[src/rtl/stg_pkg.sv]
// Shared definitions for the bullet collision scanner.
//   - scan FSM state encoding
//   - default coordinate width and box half-sizes
//   - bullet record layout {valid, x, y}, with helpers that give the
//     field offsets for a given coordinate width
package stg_pkg;

  localparam int COORD_W      = 10;
  localparam int HIT_R_DEF    = 3;
  localparam int BULLET_R_DEF = 4;
  localparam int GRAZE_R_DEF  = 12;

  localparam int BD_Y_LSB = 0;
  localparam int BD_X_LSB = COORD_W;
  localparam int BD_VALID = 2 * COORD_W;

  typedef enum logic [1:0] {
    ST_IDLE   = 2'd0,
    ST_SCAN   = 2'd1,
    ST_DRAIN  = 2'd2,
    ST_REPORT = 2'd3
  } scan_state_t;

  function automatic int bd_y_lsb(input int cw);
    return 0;
  endfunction

  function automatic int bd_x_lsb(input int cw);
    return cw;
  endfunction

  function automatic int bd_valid_bit(input int cw);
    return 2 * cw;
  endfunction

endpackage

[src/rtl/box_overlap.sv]
// Axis-aligned box overlap test for one pair of points and one radius.
// Both absolute differences are formed one bit wider than the coordinates,
// so they never wrap: (0, 1023) is 1023 apart, not 1.
// Ports:
//   i_ax, i_ay  first point
//   i_bx, i_by  second point
//   o_overlap   |ax-bx| <= RADIUS and |ay-by| <= RADIUS
module box_overlap
  import stg_pkg::*;
#(
  parameter int CW     = COORD_W,
  parameter int RADIUS = HIT_R_DEF + BULLET_R_DEF
) (
  input  logic [CW-1:0] i_ax,
  input  logic [CW-1:0] i_ay,
  input  logic [CW-1:0] i_bx,
  input  logic [CW-1:0] i_by,
  output logic          o_overlap
);

  localparam logic [CW:0] LIM = (CW + 1)'(RADIUS);

  logic [CW:0] w_dx;
  logic [CW:0] w_dy;

  always_comb begin
    w_dx = (i_ax >= i_bx) ? ({1'b0, i_ax} - {1'b0, i_bx}) : ({1'b0, i_bx} - {1'b0, i_ax});
    w_dy = (i_ay >= i_by) ? ({1'b0, i_ay} - {1'b0, i_by}) : ({1'b0, i_by} - {1'b0, i_ay});
  end

  assign o_overlap = (w_dx <= LIM) && (w_dy <= LIM);

endmodule

[src/rtl/bullet_collision_scanner.sv]
// Per-frame collision detector feeding the game-state FSM.
// On an accepted frame_tick the player position is latched and the bullet
// table is read slot 0..N_BULLETS-1 through a 1-cycle-latency port; each
// returned record is box-tested against the player. A single collision pulse
// (and the lowest hit slot in hit_index) is reported at the end of the scan.
// Optional build macro GRAZE_EN adds a graze box test and the graze pulse;
// without it graze is tied low.
// Ports:
//   clk, hard_reset      clock, async active-high reset
//   game_en, game_reset  scan enable / synchronous soft clear
//   frame_tick           frame start pulse
//   player_x, player_y   player centre
//   bullet_rd/addr/data  bullet table read port, data {valid,x,y} one cycle later
//   collision, graze     one-cycle result pulses
//   hit_index            lowest hit slot of the last frame that reported a hit
//   busy, overrun        scan in progress / sticky dropped-tick flag
//
// state     | meaning
// ST_IDLE   | waiting for frame_tick with game_en
// ST_SCAN   | issuing one table read per cycle
// ST_DRAIN  | comparing the last slot's returned data
// ST_REPORT | pulsing results, updating hit_index
module bullet_collision_scanner
  import stg_pkg::*;
#(
  parameter int N_BULLETS = 64,
  parameter int COORD_W   = stg_pkg::COORD_W,
  parameter int HIT_R     = HIT_R_DEF,
  parameter int BULLET_R  = BULLET_R_DEF
`ifdef GRAZE_EN
  ,
  parameter int GRAZE_R   = GRAZE_R_DEF
`endif
) (
  input  logic                         clk,
  input  logic                         hard_reset,
  input  logic                         game_en,
  input  logic                         game_reset,
  input  logic                         frame_tick,
  input  logic [COORD_W-1:0]           player_x,
  input  logic [COORD_W-1:0]           player_y,
  output logic                         bullet_rd,
  output logic [$clog2(N_BULLETS)-1:0] bullet_addr,
  input  logic [2*COORD_W:0]           bullet_data,
  output logic                         collision,
  output logic [$clog2(N_BULLETS)-1:0] hit_index,
  output logic                         busy,
  output logic                         overrun,
  output logic                         graze
);

  localparam int              AW        = $clog2(N_BULLETS);
  localparam logic [AW-1:0]   LAST_ADDR = AW'(N_BULLETS - 1);
  localparam int              VALID_BIT = bd_valid_bit(COORD_W);
  localparam int              X_LSB     = bd_x_lsb(COORD_W);
  localparam int              Y_LSB     = bd_y_lsb(COORD_W);

  scan_state_t         r_state;
  scan_state_t         w_next;
  logic [AW-1:0]       r_addr;
  logic [AW-1:0]       r_cmp_idx;
  logic [AW-1:0]       r_pend_idx;
  logic [AW-1:0]       r_hit_index;
  logic [COORD_W-1:0]  r_px;
  logic [COORD_W-1:0]  r_py;
  logic                r_cmp_valid;
  logic                r_any_hit;
  logic                r_overrun;
  logic                w_start;
  logic                w_report;
  logic                w_cmp_live;
  logic                w_hit_box;
  logic                w_hit;

  // Returned data is only meaningful while a scan is still live; a read in
  // flight when the scan aborts lands in IDLE and is ignored here.
  assign w_cmp_live = r_cmp_valid && bullet_data[VALID_BIT] &&
                      ((r_state == ST_SCAN) || (r_state == ST_DRAIN));
  assign w_hit      = w_cmp_live && w_hit_box;

  box_overlap #(
    .CW     (COORD_W),
    .RADIUS (HIT_R + BULLET_R)
  ) u_hit_box (
    .i_ax      (bullet_data[X_LSB +: COORD_W]),
    .i_ay      (bullet_data[Y_LSB +: COORD_W]),
    .i_bx      (r_px),
    .i_by      (r_py),
    .o_overlap (w_hit_box)
  );

  always_ff @(posedge clk or posedge hard_reset) begin
    if (hard_reset) r_state <= ST_IDLE;
    else            r_state <= w_next;
  end

  always_comb begin
    w_next    = r_state;
    w_start   = 1'b0;
    w_report  = 1'b0;
    bullet_rd = 1'b0;
    busy      = 1'b0;
    collision = 1'b0;
    case (r_state)
      ST_IDLE: begin
        if (frame_tick && game_en) begin
          w_next  = ST_SCAN;
          w_start = 1'b1;
        end
      end
      ST_SCAN: begin
        busy = 1'b1;
        if (!game_en) begin
          w_next = ST_IDLE;
        end else begin
          bullet_rd = 1'b1;
          if (r_addr == LAST_ADDR) w_next = ST_DRAIN;
        end
      end
      ST_DRAIN: begin
        busy   = 1'b1;
        w_next = game_en ? ST_REPORT : ST_IDLE;
      end
      ST_REPORT: begin
        busy      = 1'b1;
        w_report  = 1'b1;
        collision = r_any_hit;
        w_next    = ST_IDLE;
      end
      default: w_next = ST_IDLE;
    endcase
    // Soft clear wins over everything, including a same-cycle frame_tick.
    if (game_reset) begin
      w_next    = ST_IDLE;
      w_start   = 1'b0;
      w_report  = 1'b0;
      bullet_rd = 1'b0;
      collision = 1'b0;
    end
  end

  always_ff @(posedge clk or posedge hard_reset) begin
    if (hard_reset) begin
      r_addr      <= '0;
      r_cmp_idx   <= '0;
      r_pend_idx  <= '0;
      r_hit_index <= '0;
      r_px        <= '0;
      r_py        <= '0;
      r_cmp_valid <= 1'b0;
      r_any_hit   <= 1'b0;
      r_overrun   <= 1'b0;
    end else if (game_reset) begin
      r_addr      <= '0;
      r_pend_idx  <= '0;
      r_hit_index <= '0;
      r_cmp_valid <= 1'b0;
      r_any_hit   <= 1'b0;
      r_overrun   <= 1'b0;
    end else begin
      r_cmp_valid <= bullet_rd;
      r_cmp_idx   <= r_addr;
      if (frame_tick && busy) r_overrun <= 1'b1;
      if (w_start) begin
        r_px      <= player_x;
        r_py      <= player_y;
        r_addr    <= '0;
        r_any_hit <= 1'b0;
      end else begin
        if (bullet_rd) r_addr <= r_addr + AW'(1);
        // Slots are visited in ascending order, so the first hit is the lowest.
        if (w_hit && !r_any_hit) begin
          r_any_hit  <= 1'b1;
          r_pend_idx <= r_cmp_idx;
        end
      end
      if (w_report && r_any_hit) r_hit_index <= r_pend_idx;
    end
  end

  assign bullet_addr = r_addr;
  assign hit_index   = r_hit_index;
  assign overrun     = r_overrun;

`ifdef GRAZE_EN
  logic w_graze_box;
  logic r_any_graze;

  box_overlap #(
    .CW     (COORD_W),
    .RADIUS (GRAZE_R + BULLET_R)
  ) u_graze_box (
    .i_ax      (bullet_data[X_LSB +: COORD_W]),
    .i_ay      (bullet_data[Y_LSB +: COORD_W]),
    .i_bx      (r_px),
    .i_by      (r_py),
    .o_overlap (w_graze_box)
  );

  always_ff @(posedge clk or posedge hard_reset) begin
    if (hard_reset)      r_any_graze <= 1'b0;
    else if (game_reset) r_any_graze <= 1'b0;
    else if (w_start)    r_any_graze <= 1'b0;
    else if (w_cmp_live && w_graze_box && !w_hit_box) r_any_graze <= 1'b1;
  end

  assign graze = w_report && r_any_graze;
`else
  assign graze = 1'b0;
`endif

endmodule

[config.mk]
export PLATFORM = sky130hd
export DESIGN_NAME = bullet_collision_scanner
export DESIGN_NICKNAME = d
export VERILOG_FILES = /design/src/rtl/stg_pkg.sv /design/src/rtl/box_overlap.sv /design/src/rtl/bullet_collision_scanner.sv
export SDC_FILE = /design/constraint.sdc
export NUM_CORES = 1
export LEC_CHECK = 0
export CAP_MARGIN = 20
export CORE_MARGIN = 5
export CORE_UTILIZATION = 48
export CTS_BUF_LIST = sky130_fd_sc_hd__clkbuf_2
export DETAILED_ROUTE_END_ITERATION = 10
export MAX_ROUTING_LAYER = met4
export PLACE_DENSITY_LB_ADDON = 0.1
export SLEW_MARGIN = 40
export SYNTH_ARGS = -nofsm -noshare
export SYNTH_HDL_FRONTEND = slang
export SYNTH_SLANG_ARGS = --single-unit
[constraint.sdc]
create_clock -name clk -period 4 [get_ports clk]
set_clock_uncertainty 0.2 [all_clocks]
set_input_delay 0.8 -clock clk [delete_from_list [all_inputs] [get_ports clk]]
set_output_delay 0.8 -clock clk [all_outputs]
set_load 0.03 [all_outputs]
==> impl_metrics.py <==
metrics = {
    "worst_hold_path": {
        "hold_path_class": "reg2reg",
        "hold-path-cell-count": 2,
    },
    "clocking": {
        "clockBufferDepth": 2,
        "cts_resized": 0,
        "cts_tree": "yes",
        "numClockSinks": 49,
        "htree_levels": 2,
        "clkTransAtPathRegs_ps": 310,
        "cts_root_buffer": "clkbuf_2",
        "clk_latency_ps": 470,
        "postCtsSetupRepairBufs": 0,
        "cts_hold_buf": 0,
        "cts_inserted_buffers": 5,
    },
    "routing": {
        "dr.first_iter.drc_count": 147,
        "num_vias": 3513,
        "ant_nets": 0,
        "dr.pass1.iters": 4,
        "drt-wirelength-per-cell_um": 14.5,
        "drc_errors": 0,
        "finalWirelength_um": 9280,
        "routed_via_density": 5.49,
    },
    "timing": {
        "tightest_slew_ps": 630,
        "finalHoldViolCount": 0,
        "rsz0062_at_grt": "false",
        "period_share_pct": 88.3,
        "slew_headroom_pct": 58.0,
        "drv_slew": 0,
        "fmax_mhz": 283,
        "period_minus_slack_ps": 3530,
        "setup_viol": 0,
    },
    "synth": {
        "netlist_area_mm2": 0.00423,
        "ys_ff_latch": 49,
        "syn_inst": 475,
        "syn_avg_cell_area_um2": 8.91,
        "async_reset_ff_share_pct": 100,
        "ys_seq_area_share_pct": 29.0,
        "syn_nets": 571,
        "yosysUniqueCellTypes": 72,
        "synth-edff-count": 0,
        "yosysWarnings": 0,
        "synthFlopType": "dfrtp_1",
    },
    "global_route": {
        "first_global_vias": 3534,
        "grt_max_degree": 50,
        "antenna_found_initial": 0,
        "gr-total-overflow": 0,
        "grt_first_pass_wirelength_um": 16400,
        "grt_use_total_pct": 18.0,
    },
    "power_and_ir_drop": {
        "power_density_mw_per_mm2": 521,
        "ir_drop_v": 0.000248,
        "p_leak_nw": 2.28,
    },
    "critical_path": {
        "required_ps": 4200,
        "start_kind": "input pin",
        "arrival_ps": 3730,
        "critPathKind": "in2reg",
        "crit_fanout": 6,
        "end_kind": "flop",
        "r2r_cells": 13,
    },
    "status": {
        "status": "finished, final reports clean",
    },
    "placement": {
        "hpwl_um": 7190,
        "place_congestion": 0.904,
        "portBuffers": 61,
        "dpl_cell_area_mm2": 0.00492,
    },
    "die": {
        "rows": 34,
        "initial_core_util_pct": 49.0,
        "die_w_um": 104,
        "core_area_mm2": 0.00864,
        "die-area_mm2": 0.0108,
        "io_pins": 63,
        "die_y_um": 104,
    },
    "cells_and_area": {
        "diodes": 0,
        "area_growth_pct": 17.6,
        "mostFrequentLayoutCell": "clkdlybuf4s50_1",
        "fin_nets": 627,
        "fin_area_mm2": 0.00497,
        "fin_util_pct": 57.6,
        "drive_above_1_share_pct": 12.6,
        "mostFrequentLayoutCells": "61 x clkdlybuf4s50_1, 54 x inv_1, 49 x dfrtp_1, 46 x ha_1, 38 x a21oi_1",
    },
    "job": {
        "maxCapViolCount": 0,
    },
}
critical path: stages:
cell and delay (ps):
clkdlybuf4s50_1 480, ha_1 170, inv_1 50, fa_1 380, a211oi_2 280, nor4b_1 300
o311ai_0 200, a21boi_1 180, a2bb2oi_1 80, nand4b_4 180, nor4_4 210, buf_4 200
mux2i_1 200
metrics by stage:
| step | cells | setup TNS [ps] | power [mW] | worst slack, ps | hold WS [ps] |
|---|---|---|---|---|---|
| after detailed placement | 632 | -21.2 | 2.34 | -16.9 | 310 |
| after global placement | 632 | 0 | 2.32 | 91.5 | 285 |
| after floorplan | 475 | 0 | 2.00 | 700 | 281 |
| after global routing | 640 | 0 | 2.83 | 237 | 372 |
| final | 640 | 0 | 2.59 | 470 | 340 |
| after CTS | 640 | 0 | 2.59 | 489 | 343 |
path summary, 6_finish.rpt:
check                                 to            from  slack (ps)
min in group asynchronous        r_py[4]      hard_reset         520
setup / recovery           r_pend_idx[0]  bullet_data[0]         470
max in group asynchronous   r_cmp_idx[2]      hard_reset        2650
setup reg to reg           r_pend_idx[0]         r_py[0]         810
hold reg to reg             hit_index[5]    hit_index[5]         340
hold / removal              hit_index[5]    hit_index[5]         340
cell type report:
type / count / area [um^2]
Fill cell: 776 / 3660
Multi-Input combinational cell: 349 / 2670
Sequential cell: 49 / 1230
Timing Repair Buffer: 71 / 686
Inverter: 55 / 209
Tap cell: 108 / 135
Clock buffer: 5 / 25.0
Clock inverter: 3 / 25.0
kinds of logic (layout without fill, tap and decap cells):
family                   count (synthesis)  after routing  share of synthesized area (%)
other                                    1              1                         0.0886
adder cells (fa/ha/maj)                 50             50                           15.5
XOR/XNOR                                17             17                           3.70
AO/OA/AOI/OAI                          116            116                           18.0
buffers and inverters                   77            134                           7.95
multiplexers                            34             34                           8.84
AND/OR/NAND/NOR                        131            131                           16.9
flip-flops                              49             49                           29.0
power breakdown:
part	leakage [nW]	total, mW	internal (mW)	switching (mW)
combinational	1.61	1.68	0.761	0.923
clock	0.0296	0.234	0.0467	0.187
sequential	0.639	0.674	0.592	0.0821
total	2.28	2.59	1.40	1.19
sequential cells by signal, indices dropped and copies added (netlist names):
register,flops
bullet_addr,6
hit_index,6
overrun,1
r_any_hit,1
r_cmp_idx,6
r_cmp_valid,1
r_pend_idx,6
r_px,10
r_py,10
r_state,2
metal layers:
metal,vias up,global-route usage [%],part of all wire [%]
met5,-,-,0
met4,0,3.98,1.4
met3,13,3.10,3.7
met2,75,30.5,50
met1,1676,22.7,45
li1,1749,-,-
synthesized netlist by cell type, types with 5 or more instances:
cell      count  share of area [%]
dfrtp_1      49                 29
inv_1        55                4.9
xnor2_1      12                2.5
nor3_1        8               0.95
mux2_2       26                6.9
ha_1         46                 14
nand2_1      33                2.9
a21o_1        7                1.2
nor2_1       22                2.0
clkbuf_1      7               0.62
a31oi_1       5               0.74
buf_2         9                1.1
mux2i_1       7                1.7
a21oi_1      38                4.5
and2_1        5               0.74
o21ai_0      19                2.2
nand3_1      14                1.7
nand2b_1     14                2.1
Note: power is estimated with default switching activity, not from simulation.
